===== config.mk =====
export PLATFORM = sky130hd
export DESIGN_NAME = button_counter_2bit
export DESIGN_NICKNAME = d
export VERILOG_FILES = /design/src/rtl/counter_pkg.sv /design/src/rtl/debounce_fsm.sv /design/src/rtl/button_counter_2bit.sv
export SDC_FILE = /design/constraint.sdc
export NUM_CORES = 1
export LEC_CHECK = 0
export CAP_MARGIN = 30
export CORE_MARGIN = 2
export CORE_UTILIZATION = 65
export DETAILED_ROUTE_END_ITERATION = 12
export PLACE_DENSITY_LB_ADDON = 0.3
export SETUP_SLACK_MARGIN = 0.15
export SYNTH_ARGS = -nofsm -noshare
export SYNTH_HDL_FRONTEND = slang
export SYNTH_SLANG_ARGS = --single-unit

===== constraint.sdc =====
create_clock -name clk -period 3.07 [get_ports clk]
set_input_delay 0.614 -clock clk [delete_from_list [all_inputs] [get_ports clk]]
set_output_delay 0.614 -clock clk [all_outputs]
set_load 0.01 [all_outputs]

===== src/rtl/counter_pkg.sv =====
// Shared types and constants for the pushbutton-driven 2-bit counter.
package counter_pkg;

  typedef enum logic [1:0] {
    IDLE,
    PRESS_WAIT,
    HELD,
    RELEASE_WAIT
  } debounce_state_t;

  localparam int                 COUNT_W   = 2;
  localparam logic [COUNT_W-1:0] COUNT_MAX = 2'd3;

endpackage


===== src/rtl/debounce_fsm.sv =====
// Two-FF synchronizer plus press/release debounce FSM; emits a single-cycle
// press pulse per accepted press.
module debounce_fsm
  import counter_pkg::*;
#(
  parameter int DEBOUNCE_CYCLES = 500000
) (
  input  logic clk,
  input  logic rst,
  input  logic btn,
  output logic press
);

  localparam int             CNT_W    = $clog2(DEBOUNCE_CYCLES + 1);
  localparam logic [CNT_W-1:0] CNT_LAST = CNT_W'(DEBOUNCE_CYCLES);
  localparam logic [CNT_W-1:0] CNT_ONE  = CNT_W'(1);

  logic            sync_meta;
  logic            sync_x;
  debounce_state_t state;
  logic [CNT_W-1:0] cnt;

  // NOTE: every register here, synchronizer flops included, is cleared by the
  // synchronous reset so a mid-debounce reset can never leak a pulse.
  always_ff @(posedge clk) begin
    if (rst) begin
      sync_meta <= 1'b0;
      sync_x    <= 1'b0;
      state     <= IDLE;
      cnt       <= '0;
      press     <= 1'b0;
    end else begin
      // NOTE: non-blocking assignments so sync_x sees last cycle's sync_meta.
      sync_meta <= btn;
      sync_x    <= sync_meta;
      press     <= 1'b0;
      unique case (state)
        IDLE: begin
          cnt <= '0;
          if (sync_x) begin
            state <= PRESS_WAIT;
            cnt   <= CNT_ONE;
          end
        end
        PRESS_WAIT: begin
          if (!sync_x) begin
            state <= IDLE;
            cnt   <= '0;
          end else if (cnt == CNT_LAST) begin
            state <= HELD;
            cnt   <= '0;
            press <= 1'b1;
          end else begin
            cnt <= cnt + CNT_ONE;
          end
        end
        HELD: begin
          if (!sync_x) begin
            state <= RELEASE_WAIT;
            cnt   <= CNT_ONE;
          end
        end
        RELEASE_WAIT: begin
          // A bounce back high returns to HELD silently: no second pulse.
          if (sync_x) begin
            state <= HELD;
            cnt   <= '0;
          end else if (cnt == CNT_LAST) begin
            state <= IDLE;
            cnt   <= '0;
          end else begin
            cnt <= cnt + CNT_ONE;
          end
        end
        default: begin
          state <= IDLE;
          cnt   <= '0;
        end
      endcase
    end
  end

endmodule


===== src/rtl/button_counter_2bit.sv =====
// Modulo-4 up/down counter stepped by debounced inc/dec buttons; feeds the
// seven-segment decoder bcd input.
module button_counter_2bit
  import counter_pkg::*;
#(
  parameter int DEBOUNCE_CYCLES = 500000
) (
  input  logic               clk,
  input  logic               rst,
  input  logic               btn_inc,
  input  logic               btn_dec,
  input  logic               en,
  output logic [COUNT_W-1:0] count,
  output logic               wrap
);

  logic press_inc;
  logic press_dec;

  debounce_fsm #(.DEBOUNCE_CYCLES(DEBOUNCE_CYCLES)) u_inc (
    .clk   (clk),
    .rst   (rst),
    .btn   (btn_inc),
    .press (press_inc)
  );

  debounce_fsm #(.DEBOUNCE_CYCLES(DEBOUNCE_CYCLES)) u_dec (
    .clk   (clk),
    .rst   (rst),
    .btn   (btn_dec),
    .press (press_dec)
  );

  // Simultaneous pulses cancel; pulses while disabled are simply dropped.
  always_ff @(posedge clk) begin
    if (rst) begin
      count <= '0;
      wrap  <= 1'b0;
    end else begin
      wrap <= 1'b0;
      if (en && (press_inc != press_dec)) begin
        if (press_inc) begin
          count <= count + 2'd1;
          wrap  <= (count == COUNT_MAX);
        end else begin
          count <= count - 2'd1;
          wrap  <= (count == '0);
        end
      end
    end
  end

endmodule


==> summary by stage <==
Synth
The number of nets handed over by synthesis was 325. In the synthesized netlist the dominant register cell turns out to be dfxtp_1. A synthesized cell averages 8.47 um2. The synthesized area is 2680 um2. In this run, synthesis inferred 0 flip-flops with an integrated enable. The register bit count reported by yosys is 51. The async set-or-reset flop fraction in the synthesized netlist is 0.

For this run, the register share of the synthesized area comes to 0.381. During synthesis, Yosys emitted a total of 0 warnings. The number of distinct standard cells referenced by the synthesized netlist is 49. Synthesis handed over a netlist of 316 instances.

Finish
Summing all non-filler instances in the final layout gives an area of 2850 um2. In the layout the commonest cells are dfxtp_1 (51), nand2_1 (29), nor2_1 (23), a21oi_1 (21), o21ai_0 (19). Of the cells placed in the final design, the portion with a size suffix greater than 1 is 0.0717.

The number of nets in the finished design is 329. The most frequent standard cell in the layout excluding fill and tap cells is dfxtp_1. The total of fill cells in the finished design is 327. Compared with the post-synthesis result, the final layout area differs by 6.31%. The count of antenna diodes in the layout is 0.

Route
The count of nets left with antenna violations once routing finished came out at 0. The count of routing violations after the opening detailed-route iteration is 278. The detail-routed via count per cell is 6.47. For this block, the via count after detailed routing is 2401. The first detailed-routing pass ran for 5 iterations. After detailed routing, the average wire length per cell comes to 14.5 um. Wires add up to 5.39 mm. The number of remaining DRC errors is 0.

Clock network
The clock transition at the registers of the reported paths is 90 ps. CTS placed an instance of clkbuf_8 at the clock tree root. The insertion delay to the later sink of the worst-skew pair is 310 ps. The clock sink total is 51. The number of gates given a new drive strength after cts is 0. The CTS tree is yes.

The hold buffer count at cts is 0. The number of setup buffers added after CTS is 0. The number of buffers on the longest clock path is 2.

The clock buffer count from CTS is 5. The deepest level of the CTS H-tree is 2.

Job
The number of maximum-capacitance violations is 0.

Global routing
The number of antenna violations at the first check in global routing is 0. The first global-routing pass estimated 8.91 mm of wire. The via count of the first global-routing pass is 1979.

The all-layer global routing usage is 0.252. The maximum number of pins on one net before global-route repair is 26. The total overflow left after global routing is 0.

Die
The initial utilization of the core area, before any placement, comes to 0.674. The number of placement rows is 23. The area of the die is 4650 um2.

The height of the die is 68.2 um. The top-level I/O count is 8. The region available for standard cell placement spans 3970 um2. The die outline width is 68.2 um.

Setup path
The critical setup path kind is in -> reg. The worst setup path is launched from a primary input. The arrival time at the worst endpoint is 2250 ps. The worst setup path is captured at a register. Of all nets on the critical path, the largest fanout is 16. At the worst endpoint, the required time is 3310 ps.

Power and ir drop
The internal portion of total power is 837 uW. The static power due to leakage is 0.000966 uW. Of the total power, the clock network draws 0.354.

The share of total power dissipated in combinational logic is 0.022. In this run the power density over the cells is 377 nW/um2. The highest ir drop seen on vdd is 0.268 mV.

The net switching fraction of the power is 0.219. For this design the total switching power over the nets is 234 uW. Of the total power, registers draw 0.624.

STA
The upper clock frequency limit is 497 MHz. For the pin with the worst max-slew slack, the measured transition is 901 ps. The post-route minimum period is 2010 ps.

In the finished design, the share of the clock period the worst path needs comes to 0.655. The number of endpoints with negative hold slack in the final report is 0. Setup repair after global routing left no endpoint under its margin. Clock skew on the completed layout was measured at 4.25 ps. The count of pins over their slew limit is 0. Summed over all failing endpoints, the final setup total negative slack is 0 ps. Setup violations remaining at the end of the flow were counted as 0. The worst slew margin relative to its limit is 0.397.

Placed design
The last weighted congestion value of the routability-driven placer is 0.835. The count of buffers inserted at the top-level ports is 7. The HPWL after detailed placement is 3.79 mm.

The total placed instance area is 2760 um2.

Hold path
The class of the tightest hold or removal check is reg -> reg.

Outcome
The flow ran to the end, and the final reports show no timing, DRC or antenna violations.
[layout make-up]
type                    instances  area [um2]  area share
clock buffers                   7        76.3      0.0268
clock inverters                 1        5.00     0.00176
inverters                       9        33.8      0.0119
multi-input cells             241        1540       0.541
flip-flops and latches         51        1020       0.359
well taps                      50        62.6      0.0220
repair buffers                 12         108      0.0378
[synthesized netlist by cell type, types with 3 or more instances]
cell type	instances	area [um2]
dfxtp_1	51	1020
nand2_1	29	109
nor2_1	23	86.3
a21oi_1	21	105
o21ai_0	19	95.1
nand3_1	16	80.1
nand4_1	14	87.6
a31oi_1	13	81.3
inv_1	9	33.8
mux2i_1	9	90.1
and4_1	8	70.1
xor2_1	8	70.1
nor3_1	7	35.0
and3_1	6	37.5
buf_2	6	30.0
nor2b_1	6	37.5
a22o_1	5	43.8
clkbuf_1	5	18.8
a21oi_2	4	35.0
ha_1	4	50.1
nand2b_1	4	25.0
nand3b_1	4	30.0
nor4b_1	4	35.0
a22oi_1	3	22.5
and2_1	3	18.8
nor3b_1	3	22.5
[registers in the layout (all words and copies together), names as in the netlist, named ones only]
name,flops
u_dec.cnt,19
u_dec.sync_x,1
u_dec.state,1
u_inc.sync_x,1
u_inc.state,1
wrap,1
count,2
u_dec.press,1
u_inc.cnt,19
u_dec.sync_meta,1
u_inc.sync_meta,1
u_inc.press,1
[logic make-up (layout without fill, tap and decap cells)]
family | Yosys count | after routing | share of synthesized area
buf+inv | 24 | 29 | 0.0435
mux | 10 | 10 | 0.0379
xor+xnor | 10 | 10 | 0.0327
flops | 51 | 51 | 0.381
simple gates | 141 | 141 | 0.307
fa+ha+maj | 4 | 4 | 0.0187
compound gates | 76 | 76 | 0.179
[power groups by stage]
| stage | registers, uW | clock network (uW) | logic, uW |
|---|---|---|---|
| 5_1_grt | 670 | 411 | 26.1 |
| 2_1_floorplan | 683 | 0 | 13.0 |
| 6_report | 669 | 379 | 23.4 |
| 3_5_place_dp | 684 | 0 | 23.1 |
| 4_1_cts | 669 | 387 | 23.2 |
| 3_3_place_gp | 684 | 0 | 22.4 |
[final timing paths]
kind	start	to	slack, ps	depth (start not counted)
max	rst	u_inc.cnt[3]	1060	5
min	u_inc.sync_meta	u_inc.sync_x	440	1
max reg2reg	u_dec.cnt[8]	u_dec.cnt[4]	1120	6
min reg2reg	u_inc.sync_meta	u_inc.sync_x	440	1
[stage by stage]
step	instances	worst slack [ps]	utilization	power, uW	hold slack (ps)
2_1_floorplan	316	1320	-	696	414
3_3_place_gp	363	795	0.696	706	420
3_5_place_dp	363	748	0.696	707	422
4_1_cts	371	1030	0.716	1080	444
5_1_grt	371	889	0.716	1110	466
6_report	371	1060	0.716	1070	440
[routing by layer]
| metal | vias up | GRT usage | part of all wire |
|---|---|---|---|
| met3 | 14 | 0.0543 | 0.062 |
| li1 | 1177 | - | - |
| met1 | 1124 | 0.365 | 0.47 |
| met2 | 86 | 0.365 | 0.45 |
| met4 | 0 | 0.0925 | 0.020 |
| met5 | - | 0 | 0 |
[critical path, stage by stage]
cell and delay, ps:
clkdlybuf4s50_1 410, buf_4 200, nor2_1 710, o21ai_0 210, o21ai_0 110
Power figures use the tool's default switching activity.
